<file path="src/rtl/echo_queue_if.sv">
// Echo queue handshake bundle: host request, loopback inject and indication ports.
interface echo_queue_if #(
  parameter int unsigned WIDTH = 32
);
  logic             echoReq__ENA;
  logic [WIDTH-1:0] echoReq_v;
  logic             echoReq__RDY;
  logic             inject__ENA;
  logic [WIDTH-1:0] inject_v;
  logic             inject__RDY;
  logic             ind_echo__ENA;
  logic [WIDTH-1:0] ind_echo_v;
  logic             ind_echo__RDY;

  modport slave (
    input  echoReq__ENA, echoReq_v, inject__ENA, inject_v, ind_echo__RDY,
    output echoReq__RDY, inject__RDY, ind_echo__ENA, ind_echo_v
  );

  modport master (
    output echoReq__ENA, echoReq_v, inject__ENA, inject_v, ind_echo__RDY,
    input  echoReq__RDY, inject__RDY, ind_echo__ENA, ind_echo_v
  );
endinterface

</file>
<file path="src/rtl/echo_queue.sv">
// Echo server: FIFO-buffers host/inject words and replays them, optionally
// transformed, on a backpressured indication port.
module echo_queue #(
  parameter int unsigned WIDTH  = 32,
  parameter int unsigned DEPTH  = 4,
  parameter int unsigned MODE   = 0,
  parameter int unsigned ADDEND = 1
) (
  input  logic                         CLK,
  input  logic                         RST,
  echo_queue_if.slave                  bus,
  output logic [$clog2(DEPTH+1)-1:0]   count,
  output logic [31:0]                  echo_total,
  output logic                         err,
  input  logic                         err_clr
);
  localparam int unsigned PTR_W = $clog2(DEPTH);
  localparam int unsigned CNT_W = $clog2(DEPTH + 1);

  logic [WIDTH-1:0] mem [DEPTH];
  logic [PTR_W-1:0] wr_ptr;
  logic [PTR_W-1:0] rd_ptr;

  logic             full_c;
  logic             empty_c;
  logic             enq_inj_c;
  logic             enq_req_c;
  logic             enq_c;
  logic             deq_c;
  logic             drop_c;
  logic [WIDTH-1:0] wdata_c;
  logic [WIDTH-1:0] head_c;
  logic [WIDTH-1:0] xform_c;

  assign full_c  = (count == CNT_W'(DEPTH));
  assign empty_c = (count == CNT_W'(0));

  // Ready flags come only from registered state (plus inject priority), held low in reset.
  assign bus.inject__RDY   = !RST && !full_c;
  assign bus.echoReq__RDY  = !RST && !full_c && !bus.inject__ENA;
  assign bus.ind_echo__ENA = !RST && !empty_c;

  assign enq_inj_c = bus.inject__ENA && bus.inject__RDY;
  assign enq_req_c = bus.echoReq__ENA && bus.echoReq__RDY;
  assign enq_c     = enq_inj_c || enq_req_c;
  assign wdata_c   = enq_inj_c ? bus.inject_v : bus.echoReq_v;
  assign deq_c     = bus.ind_echo__ENA && bus.ind_echo__RDY;
  assign drop_c    = (bus.echoReq__ENA && !bus.echoReq__RDY) ||
                     (bus.inject__ENA && !bus.inject__RDY);

  // Head-of-queue transform selected at elaboration.
  always_comb begin
    head_c = mem[rd_ptr];
    case (MODE)
      32'd1:   xform_c = head_c + WIDTH'(ADDEND);
      32'd2:   xform_c = ~head_c;
      default: xform_c = head_c;
    endcase
  end

  assign bus.ind_echo_v = bus.ind_echo__ENA ? xform_c : '0;

  // Storage array is not reset; only pointers and occupancy define validity.
  always_ff @(posedge CLK) begin
    if (enq_c) begin
      mem[wr_ptr] <= wdata_c;
    end
  end

  always_ff @(posedge CLK or posedge RST) begin
    if (RST) begin
      wr_ptr     <= '0;
      rd_ptr     <= '0;
      count      <= '0;
      echo_total <= '0;
      err        <= 1'b0;
    end else begin
      if (enq_c) begin
        wr_ptr <= wr_ptr + PTR_W'(1);
      end
      if (deq_c) begin
        rd_ptr     <= rd_ptr + PTR_W'(1);
        echo_total <= echo_total + 32'd1;
      end
      case ({enq_c, deq_c})
        2'b10:   count <= count + CNT_W'(1);
        2'b01:   count <= count - CNT_W'(1);
        default: count <= count;
      endcase
      // A dropped word in the same cycle as a clear keeps the flag set.
      if (drop_c) begin
        err <= 1'b1;
      end else if (err_clr) begin
        err <= 1'b0;
      end
    end
  end
endmodule

</file>
<file path="src/flat_wrapper.sv">
// flat-port wrapper written by rule: the top's interface ports become plain ports
module echo_queue_flat 
#(
  parameter int unsigned WIDTH  = 32,
  parameter int unsigned DEPTH  = 4,
  parameter int unsigned MODE   = 0,
  parameter int unsigned ADDEND = 1
)
  (CLK, RST, count, echo_total, err, err_clr, bus_echoReq__ENA, bus_echoReq_v, bus_inject__ENA, bus_inject_v, bus_ind_echo__RDY, bus_echoReq__RDY, bus_inject__RDY, bus_ind_echo__ENA, bus_ind_echo_v);
  echo_queue_if #(.WIDTH(WIDTH)) bus_i ();
  input  logic CLK;
  input  logic RST;
  output logic [$clog2(DEPTH+1)-1:0] count;
  output logic [31:0] echo_total;
  output logic err;
  input  logic err_clr;
  input wire logic [$bits(bus_i.echoReq__ENA)-1:0] bus_echoReq__ENA;
  input wire logic [$bits(bus_i.echoReq_v)-1:0] bus_echoReq_v;
  input wire logic [$bits(bus_i.inject__ENA)-1:0] bus_inject__ENA;
  input wire logic [$bits(bus_i.inject_v)-1:0] bus_inject_v;
  input wire logic [$bits(bus_i.ind_echo__RDY)-1:0] bus_ind_echo__RDY;
  output wire logic [$bits(bus_i.echoReq__RDY)-1:0] bus_echoReq__RDY;
  output wire logic [$bits(bus_i.inject__RDY)-1:0] bus_inject__RDY;
  output wire logic [$bits(bus_i.ind_echo__ENA)-1:0] bus_ind_echo__ENA;
  output wire logic [$bits(bus_i.ind_echo_v)-1:0] bus_ind_echo_v;
  assign bus_i.echoReq__ENA = bus_echoReq__ENA;
  assign bus_i.echoReq_v = bus_echoReq_v;
  assign bus_i.inject__ENA = bus_inject__ENA;
  assign bus_i.inject_v = bus_inject_v;
  assign bus_i.ind_echo__RDY = bus_ind_echo__RDY;
  assign bus_echoReq__RDY = bus_i.echoReq__RDY;
  assign bus_inject__RDY = bus_i.inject__RDY;
  assign bus_ind_echo__ENA = bus_i.ind_echo__ENA;
  assign bus_ind_echo_v = bus_i.ind_echo_v;
  echo_queue #(.WIDTH(WIDTH), .DEPTH(DEPTH), .MODE(MODE), .ADDEND(ADDEND)) u_core (.CLK(CLK), .RST(RST), .bus(bus_i), .count(count), .echo_total(echo_total), .err(err), .err_clr(err_clr));
endmodule
</file>
<file path="config.mk">
export PLATFORM = sky130hd
export DESIGN_NAME = echo_queue_flat
export DESIGN_NICKNAME = d
export VERILOG_FILES = /design/src/rtl/echo_queue_if.sv /design/src/rtl/echo_queue.sv /design/src/flat_wrapper.sv
export SDC_FILE = /design/constraint.sdc
export NUM_CORES = 1
export LEC_CHECK = 0
export ABC_CLOCK_PERIOD_IN_PS = 3300
export BUFFER_PORTS_ARGS = -buffer_cell sky130_fd_sc_hd__clkbuf_2
export CAP_MARGIN = 20
export CORE_UTILIZATION = 40
export CTS_CLUSTER_DIAMETER = 80
export CTS_CLUSTER_SIZE = 16
export DETAILED_ROUTE_END_ITERATION = 8
export GPL_TIMING_DRIVEN = 0
export PLACE_DENSITY = 0.7
export SYNTH_ARGS = -nofsm -noshare
export SYNTH_HDL_FRONTEND = slang
export SYNTH_SLANG_ARGS = --single-unit
</file>
<file path="constraint.sdc">
create_clock -name CLK -period 3.3 [get_ports CLK]
set_input_delay 0.165 -clock CLK [delete_from_list [all_inputs] [get_ports CLK]]
set_output_delay 0.165 -clock CLK [all_outputs]
set_load 0.05 [all_outputs]
</file>
==> flow_metrics.py <==
metrics = {
    "cells_and_area": {
        "finalNetCount": 663,
        "syn2layout_area_growth_pct": 24.34,
        "post_route_cells_drive_above_1_share": 0.4407,
        "antenna_cells": 0,
        "fillers": 1431,
    },
    "place": {
        "place_ws_ns": 1.028,
        "dp_hpwl_um": 10070,
        "place.gp.congestion": 0.8382,
        "numPortBuffers": 140,
    },
    "route": {
        "top_layer_used": "met4",
        "num_vias": 4243,
        "first_pass_iters": 5,
        "wl_per_cell_um": 18.05,
        "drt-total-wl_um": 14870,
        "drt_iter0_markers": 273,
        "via_per_inst": 5.149,
        "route.detailed.drc": 0,
        "ant_nets": 0,
        "met2_length_um": 7706,
        "m1WireLength_um": 6121,
        "dr_wl_met3_um": 876,
    },
    "yosys": {
        "ys_top_cells_by_area": "edfxtp_1, dfrtp_1, mux4_2, mux2_2, and3_1",
        "synth.avg_cell_area_um2": 17.00,
        "ys.flop_type": "edfxtp_1",
        "synth_compound_area_frac": 0.003322,
        "syn_nets": 498,
        "synthArstFlopShare": 0.2381,
        "synth_edf_count": 128,
        "synth_commonest_cells": "edfxtp_1, dfrtp_1, and3_1, mux4_2, mux2_2",
        "synth_seq_cells": 168,
        "yosysWarnings": 0,
        "ys_types": 35,
        "synthMuxAreaShare": 0.1524,
        "syn-instance-count": 421,
        "syn-cell-area_um2": 7157,
        "synth_top_area_cell": "edfxtp_1",
        "yosys.area_share.simple": 0.08829,
        "synthMostInstantiatedCell": "edfxtp_1",
        "yosys.area_share.adder": 0.01329,
        "ys_seq_area_frac": 0.6769,
        "synth-xor-area-share": 0.04528,
        "synth_top_family_by_area": "multiplexers",
        "synth_top_cell_area_share": 0.5371,
    },
    "pwr": {
        "leakagePower_nw": 3.625,
        "p_per_area_nw_per_um2": 837.2,
        "worst_ir_drop_vdd_mv": 0.4104,
        "p_total_mw": 7.450,
    },
    "outcome": {
        "status": "finished clean",
    },
    "global_routing": {
        "grt_pass1_vias": 4380,
        "grt_overflow": 0,
        "grt_pass1_wl_um": 23050,
        "antenna_found_initial": 0,
        "grt_max_degree": 38,
        "grtUsageTotal": 0.1714,
    },
    "critical_path": {
        "crit_path_end_kind": "output port",
        "crit_top_cell": "clkbuf_1",
        "max_stage_delay_ns": 0.59,
        "crit_start": "u_core.rd_ptr[1]$_DFFE_PP0P_",
        "timing.rr.end": "u_core.count[1]$_DFFE_PP0P_",
        "crit_family": "buffers and inverters",
        "crit_buf_inv": 3,
        "start_kind": "register",
        "crit_chain": "clkbuf_1, clkbuf_1, mux4_2, and3_1, clkbuf_2",
        "reg2reg_slack_ns": 1.01,
        "critPathSlowestCell": "clkbuf_1",
        "r2r-start": "u_core.count[0]$_DFFE_PP0P_",
        "worstPathMaxFanout": 10,
        "reg2regPathDepth": 8,
        "crit_cells": 5,
        "worstPathRequired_ns": 3.13,
        "arrival_ns": 2.45,
        "crit_type": "reg2out",
        "endpoint": "bus_ind_echo_v[22]",
    },
    "sta": {
        "whs_ns": 0.02389,
        "fin_crit_sh": 0.7917,
        "finalCriticalPeriod_ns": 2.613,
        "rsz0062_at_grt": "false",
        "finClkSkew_ns": 0.009590,
        "fin_ws_ns": 0.6874,
        "drv_slew": 0,
        "fmaxAchievable_ghz": 0.3828,
        "fin_setup_tns_ns": 0,
        "relSlewSlack": 0.5233,
        "setup_violations": 0,
        "tightest_slew_ns": 0.7151,
        "hold_viol_final": 0,
    },
    "clock_tree": {
        "clk_pin_slew_ns": 0.06,
        "insertion_delay_ns": 0.42,
        "clock-sinks": 168,
        "cts_tree": "built",
        "clockBufferDepth": 2,
        "htreeDepth": 4,
        "root_buffer": "clkbuf_16",
        "cts_setup_buffers": 0,
        "cts_resized": 0,
        "cts_buffers": 17,
    },
    "floorplanning": {
        "die_x_um": 135.8,
        "die_h_um": 135.8,
        "core_area_um2": 17360,
        "num_io_pins": 141,
        "initial_core_util": 0.4123,
        "fp-row-count": 48,
        "die_area_um2": 18430,
    },
    "flow_run": {
        "maxCapViolCount": 0,
    },
    "min_path": {
        "hold_class": "in2async",
    },
}
worst min path at each step:
stage | from | endpoint | cells past startpoint
final | RST | u_core.wr_ptr[0]$_DFFE_PP0P_ | 3
after CTS | RST | u_core.count[0]$_DFFE_PP0P_ | 3
after global placement | err_clr | u_core.err$_DFFE_PP0P_ | 2
after global routing | RST | u_core.count[0]$_DFFE_PP0P_ | 3
after floorplan | err_clr | u_core.err$_DFFE_PP0P_ | 1
after detailed placement | err_clr | u_core.err$_DFFE_PP0P_ | 2
registers in the layout (all words and copies together), names as in the netlist:
name               cells
u_core.rd_ptr          2
u_core.count           3
u_core.echo_total     32
u_core.mem           128
u_core.err             1
u_core.wr_ptr          2
cell usage in the layout (no fill, tap or decap), types with 2 or more instances in the layout:
cell / n
and2_2: 4
and3_1: 38
and3_2: 2
buf_12: 4
buf_2: 8
bufinv_16: 4
clkbuf_1: 9
clkbuf_16: 17
clkbuf_2: 142
clkinvlp_4: 4
dfrtp_1: 40
edfxtp_1: 128
ha_1: 6
inv_1: 13
inv_6: 5
mux2_2: 31
mux4_2: 32
nand2_1: 14
nand3_1: 9
nand4_1: 10
nor2_1: 13
nor2b_1: 2
nor3_1: 4
nor3_2: 3
or3_1: 2
xnor2_1: 24
xor2_1: 13
worst register-to-register path, stage by stage (launching register included):
cell     delay, ns
dfrtp_1       0.45
or3_1         0.37
buf_2         0.18
nand2_1       0.17
inv_1         0.14
ha_1          0.24
inv_1         0.07
fa_1          0.42
mux2i_1       0.15
area by class of cell:
cell class / count / area [um^2] / share of cell area
Tap cell: 225 / 281.5 / 0.03164
Sequential cell: 168 / 4845 / 0.5444
Buffer: 20 / 95.09 / 0.01069
Clock buffer: 17 / 425.4 / 0.04781
Clock inverter: 15 / 210.2 / 0.02362
Inverter: 14 / 52.55 / 0.005906
Timing Repair Buffer: 146 / 818.3 / 0.09196
Multi-Input combinational cell: 219 / 2171 / 0.2440
metal layers:
layer  GRT usage  up-vias
met5           0        -
met1      0.2170     2134
li1            -     1938
met4     0.06679        0
met2      0.2866      159
met3     0.03704       12
timing repair:
action	in CTS	in global routing
hold buffers	1	0
hold endpoints to repair	1	0
setup endpoints to repair	0	0
metrics by stage:
step | cells | util | area [um^2]
floorplan | 421 | - | 7157
global placement | 786 | 0.4689 | 8139
detailed placement | 791 | 0.4755 | 8253
CTS | 824 | 0.5127 | 8899
global route | 824 | 0.5127 | 8899
finish | 824 | 0.5127 | 8899
cell families after synthesis:
kind of cell,after synthesis
AO/OA/AOI/OAI,4
multiplexers,65
flip-flops,168
adder cells (fa/ha/maj),7
buffers and inverters,34
XOR/XNOR,37
AND/OR/NAND/NOR,106
report_power, final:
group          internal, mW  total, mW  leakage (nW)  switching, mW
combinational         0.883       2.53          1.64           1.64
sequential             2.67       2.80          1.69          0.137
clock                  1.28       2.12         0.299          0.837
(Power assumes the default switching activity.)
